--- config.mk ---
export PLATFORM = sky130hd
export DESIGN_NAME = mem_req_arbiter
export DESIGN_NICKNAME = d
export VERILOG_FILES = /design/src/rtl/mem_req_arbiter.sv
export SDC_FILE = /design/constraint.sdc
export NUM_CORES = 1
export LEC_CHECK = 0
export BUFFER_PORTS_ARGS = -buffer_cell sky130_fd_sc_hd__buf_2
export CORE_AREA = 4 4 106 108
export DETAILED_ROUTE_END_ITERATION = 8
export DIE_AREA = 0 0 110 112
export GPL_TIMING_DRIVEN = 1
export PLACE_DENSITY = 0.83
export SETUP_SLACK_MARGIN = 0.5
export SYNTH_ARGS = -nofsm -noshare
export SYNTH_HDL_FRONTEND = slang
export SYNTH_SLANG_ARGS = --single-unit
--- constraint.sdc ---
create_clock -name clk -period 1.8 [get_ports clk]
set_clock_uncertainty 0.05 [all_clocks]
set_input_delay 0.09 -clock clk [delete_from_list [all_inputs] [get_ports clk]]
set_output_delay 0.09 -clock clk [all_outputs]
set_load 0.02 [all_outputs]
--- src/rtl/mem_req_arbiter.sv ---
// Shares one sram-like master port between the fetch and data ports.
// One outstanding transaction; data first, with a fetch starvation bound.
module mem_req_arbiter #(
  parameter int ADDR_W       = 32,
  parameter int DATA_W       = 32,
  parameter int STARVE_LIMIT = 4
) (
  input  logic              clk,
  input  logic              resetn,
  input  logic              i_req,
  input  logic [ADDR_W-1:0] i_addr,
  input  logic              i_cancel,
  output logic              i_addr_ok,
  output logic              i_data_ok,
  output logic [DATA_W-1:0] i_rdata,
  input  logic              d_req,
  input  logic              d_wr,
  input  logic [1:0]        d_size,
  input  logic [3:0]        d_wstrb,
  input  logic [ADDR_W-1:0] d_addr,
  input  logic [DATA_W-1:0] d_wdata,
  output logic              d_addr_ok,
  output logic              d_data_ok,
  output logic [DATA_W-1:0] d_rdata,
  output logic              m_req,
  output logic              m_wr,
  output logic [1:0]        m_size,
  output logic [3:0]        m_wstrb,
  output logic [ADDR_W-1:0] m_addr,
  output logic [DATA_W-1:0] m_wdata,
  input  logic              m_addr_ok,
  input  logic              m_data_ok,
  input  logic [DATA_W-1:0] m_rdata
);

  localparam int CW = $clog2(STARVE_LIMIT + 1);
  localparam logic [CW-1:0] LIM = CW'(STARVE_LIMIT);

  typedef enum logic [1:0] {
    S_IDLE,
    S_ADDR,
    S_DATA
  } state_t;

  state_t            state_q, state_d;
  logic              own_i_q, own_i_d;
  logic              drop_q, drop_d;
  logic [CW-1:0]     starve_q, starve_d;
  logic              wr_q, wr_d;
  logic [1:0]        size_q, size_d;
  logic [3:0]        wstrb_q, wstrb_d;
  logic [ADDR_W-1:0] addr_q, addr_d;
  logic [DATA_W-1:0] wdata_q, wdata_d;

  logic fetch_win;
  logic drop_eff;

  assign fetch_win = i_req & (~d_req | (starve_q == LIM));
  // A cancel in the same cycle as the response already hides it.
  assign drop_eff  = drop_q | (i_cancel & own_i_q);

  always_ff @(posedge clk or negedge resetn) begin
    if (!resetn) begin
      state_q  <= S_IDLE;
      own_i_q  <= 1'b0;
      drop_q   <= 1'b0;
      starve_q <= '0;
      wr_q     <= 1'b0;
      size_q   <= '0;
      wstrb_q  <= '0;
      addr_q   <= '0;
      wdata_q  <= '0;
    end else begin
      state_q  <= state_d;
      own_i_q  <= own_i_d;
      drop_q   <= drop_d;
      starve_q <= starve_d;
      wr_q     <= wr_d;
      size_q   <= size_d;
      wstrb_q  <= wstrb_d;
      addr_q   <= addr_d;
      wdata_q  <= wdata_d;
    end
  end

  always_comb begin
    state_d   = state_q;
    own_i_d   = own_i_q;
    drop_d    = drop_q;
    starve_d  = starve_q;
    wr_d      = wr_q;
    size_d    = size_q;
    wstrb_d   = wstrb_q;
    addr_d    = addr_q;
    wdata_d   = wdata_q;
    m_req     = 1'b0;
    i_addr_ok = 1'b0;
    i_data_ok = 1'b0;
    d_addr_ok = 1'b0;
    d_data_ok = 1'b0;
    unique case (state_q)
      S_IDLE: begin
        drop_d = 1'b0;
        if (fetch_win) begin
          own_i_d  = 1'b1;
          starve_d = '0;
          wr_d     = 1'b0;
          size_d   = 2'd2;
          wstrb_d  = 4'b0000;
          addr_d   = i_addr;
          wdata_d  = '0;
          state_d  = S_ADDR;
        end else if (d_req) begin
          own_i_d = 1'b0;
          if (i_req && starve_q != LIM)
            starve_d = starve_q + 1'b1;
          wr_d    = d_wr;
          size_d  = d_size;
          wstrb_d = d_wstrb;
          addr_d  = d_addr;
          wdata_d = d_wdata;
          state_d = S_ADDR;
        end
      end
      S_ADDR: begin
        m_req = 1'b1;
        if (own_i_q && i_cancel)
          drop_d = 1'b1;
        if (m_addr_ok) begin
          i_addr_ok = own_i_q & ~drop_eff;
          d_addr_ok = ~own_i_q;
          state_d   = S_DATA;
        end
      end
      S_DATA: begin
        if (own_i_q && i_cancel)
          drop_d = 1'b1;
        if (m_data_ok) begin
          i_data_ok = own_i_q & ~drop_eff;
          d_data_ok = ~own_i_q;
          drop_d    = 1'b0;
          state_d   = S_IDLE;
        end
      end
      default: state_d = S_IDLE;
    endcase
  end

  assign m_wr    = wr_q;
  assign m_size  = size_q;
  assign m_wstrb = wstrb_q;
  assign m_addr  = addr_q;
  assign m_wdata = wdata_q;
  assign i_rdata = i_data_ok ? m_rdata : '0;
  assign d_rdata = d_data_ok ? m_rdata : '0;

endmodule

==> impl_results.md <==
- Largest area contributor in the netlist: dfrtp_1
- Min-delay worst type: in -> reg
- Top Usage Layer GRT: met2
- Met1 usage: 0.371
- Pleak: 4.52 nW
- Initial Util: 0.392
- Max incr delay on CP: 0.42 ns
- Die area: 12,300 µm²
- Count leader, synth: dfrtp_1
- Maximum VDD drop: ~0.85 mV
- Clock Path Buffers: 2
- Total GRT Usage: 0.359
- Hold slack: -0.00428 ns
- Crit-path cells: or3b_4 > nor2_4 > buf_12 > and2_1 > buf_4
- Final Hold Viols: 1
- Least-Margin Pin Slew: 0.652 ns
- Setup TNS: -8.86 ns
- Detail Route Antenna Nets: 0
- Layout area overhead: 122%
- CP Data Required Time: 1.66 ns
- Power Dens Cells: 1450 nW/µm²
- Place WS: 0.125 ns
- Crit share post-route: 1.10
- Status: finished with violations
- Routed wire length per instance: 25.8 µm
- Worst Path Class, Setup: reg -> out
- Std cell rows: 37
- Max stage delay cell, worst path: or3b_4
- Placed insts: 785
- Total of max-cap violations: 0
- CTS tree: yes
- Critical path startpoint category: flip-flop
- Failing checks: negative hold slack, negative setup slack
- Core Region: 10,200 µm²
- Die span in y: 112 µm
- Post-synth top area share: 0.487
- Mean post-synth cell area: 10.3 µm²
- # H-tree levels: 3
- CTS Sinks: a little under 80
- Worst skew pair latency: roughly 0.35 ns
- Initial antenna violation count: 10
- Worst Path Buf+Inv: 2
- Global Route met2 Usage: 0.623
- Synth top cells by count: dfrtp_1 (78), nand2_1 (69), and2_1 (64), a22o_1 (39), nand4_1 (32)
- Max Slew Vio Count: 0
- Synth top area cells: dfrtp_1 (49%), and2_1 (10%), o211ai_2 (9.4%)
- Initial DRT Pass Iterations: 5
- Ys flop type: dfrtp_1
- CTS clk-pin slew, worst paths: 0.08 ns
- Ys Warns: 0
- Top Family by Delay on Critical Path: simple AND/OR/NAND/NOR gates
- RSZ-0062 raised after global routing: true
- IO Count: between 200 and 300
- Sequential share of the synthesized area: 0.487
- Setup WS post-layout: -0.185 ns
- Via count: 5,537
- Synthesized cell area: between 4000 and 5000 µm²
- Netlist cell types: 33
- Fin crit period: between 1.5 and 2 ns
- CP Capture Type: output pin
- Endpoints failing setup: 94
- Vias in the first global route: 5,960
- Syn_nets: 538
- DP HPWL: 10,900 µm
- Critical path fanouts, max: 33
- M3 GR Usage: 0.0719
- Global-route wire length before repair: 33,200 µm
- DRT Wirelength: 24,900 µm
- Layout cells sized above 1: 0.631
- Total power: 12.9 mW
- Largest net degree at the start of global routing: 42
- Nets@finish: between 900 and 1,000
- Cell Count, Final, Fillers Out: around 970
- Syn Inst Count: slightly below 400
- Worst EP arrival: 1.85 ns
- 1st-iter DRT viols: 614
- Root buffer cell: clkbuf_8
- Total global routing overflow: 0
- F_max: between 0.5 and 0.6 GHz
- Slew headroom: 0.566
- Number of synthesized flops with an enable pin: 0
- Routability Congestion: 0.796
- Yosys reg bits: 78
- Buffers added on ports: 281
- CTS Buf Count: 9
- DRC errors left: 0
- Vias per inst: 5.74
- Die width: 110 µm
- Post-synth ARST share: 1.00
==> final timing paths <==
| check | cells past startpoint | start | to | slack (ns) |
|---|---|---|---|---|
| min | 3 | i_addr[4] | m_addr[4] | -0.004 |
| max | 5 | drop_q | i_rdata[1] | -0.19 |
| min reg2reg | 2 | m_addr[18] | m_addr[18] | 0.46 |
| max reg2reg | 10 | state_q[0] | starve_q[2] | -0.09 |
| max in group asynchronous | 3 | resetn | m_addr[15] | 0.85 |
| min in group asynchronous | 2 | resetn | m_addr[16] | 0.24 |
==> layout by cell type, fill, tap and decap left out, drive strengths merged, types with 3 or more instances in the layout <==
master	count
dfrtp	78
clkbuf	12
diode	10
bufbuf	4
nand2	69
o21ai	3
inv	6
dlygate4sd3	103
and2	65
ha	6
nor2	5
buf	341
o211ai	32
nand4	32
a22o	39
==> layout make-up <==
cell class | instances | area, µm²
diodes | 10 | 25.0
repair buffers | 449 | 4030
clock buffers | 11 | 141
inverters | 6 | 25.0
multi-input cells | 270 | 2490
well taps | 136 | 170
flip-flops and latches | 78 | 1950
clock inverters | 5 | 58.8
fillers | 471 | 1340
==> routing by layer <==
metal | vias up | share of wire
li1 | 2246 | -
met1 | 2666 | 0.31
met2 | 450 | 0.52
met3 | 169 | 0.092
met4 | 6 | 0.077
met5 | - | 0.0016
==> worst min-delay path, cell delays in order <==
cell and delay [ns]:
buf_2 0.08, nand4_1 0.09, o211ai_2 0.10
==> flip-flops by register name, indices dropped and copies added (netlist names) <==
register	count
m_addr	32
m_wdata	32
m_wstrb	4
starve_q	3
m_size	2
state_q	2
drop_q	1
m_wr	1
own_i_q	1
==> where the power goes <==
group          leakage [nW]  internal [mW]  total (mW)  switching, mW
registers             0.978           2.54        3.09          0.545
logic                  3.45           4.04        8.43           4.39
clock network        0.0956          0.680        1.36          0.678
==> what timing repair did <==
action,CTS,global route
hold buffers,103,0
buffers inserted,23,9
gates resized for setup,252,42
hold endpoints to repair,108,0
pin swaps,89,27
gates cloned,18,1
endpoints found under the setup margin,147,147
==> per-stage QoR <==
stage | utilization | cell area [µm²]
2_1_floorplan | - | 4310
6_report | 0.870 | 8900
4_1_cts | 0.840 | 8600
3_3_place_gp | 0.567 | 5800
5_1_grt | 0.870 | 8900
3_5_place_dp | 0.567 | 5800
==> cell families after synthesis <==
| group | after synthesis | synth area share |
|---|---|---|
| flops | 78 | 0.487 |
| compound gates | 85 | 0.208 |
| fa+ha+maj | 6 | 0.0187 |
| simple gates | 179 | 0.235 |
| buf+inv | 42 | 0.0518 |
Power figures use the tool's default switching activity.
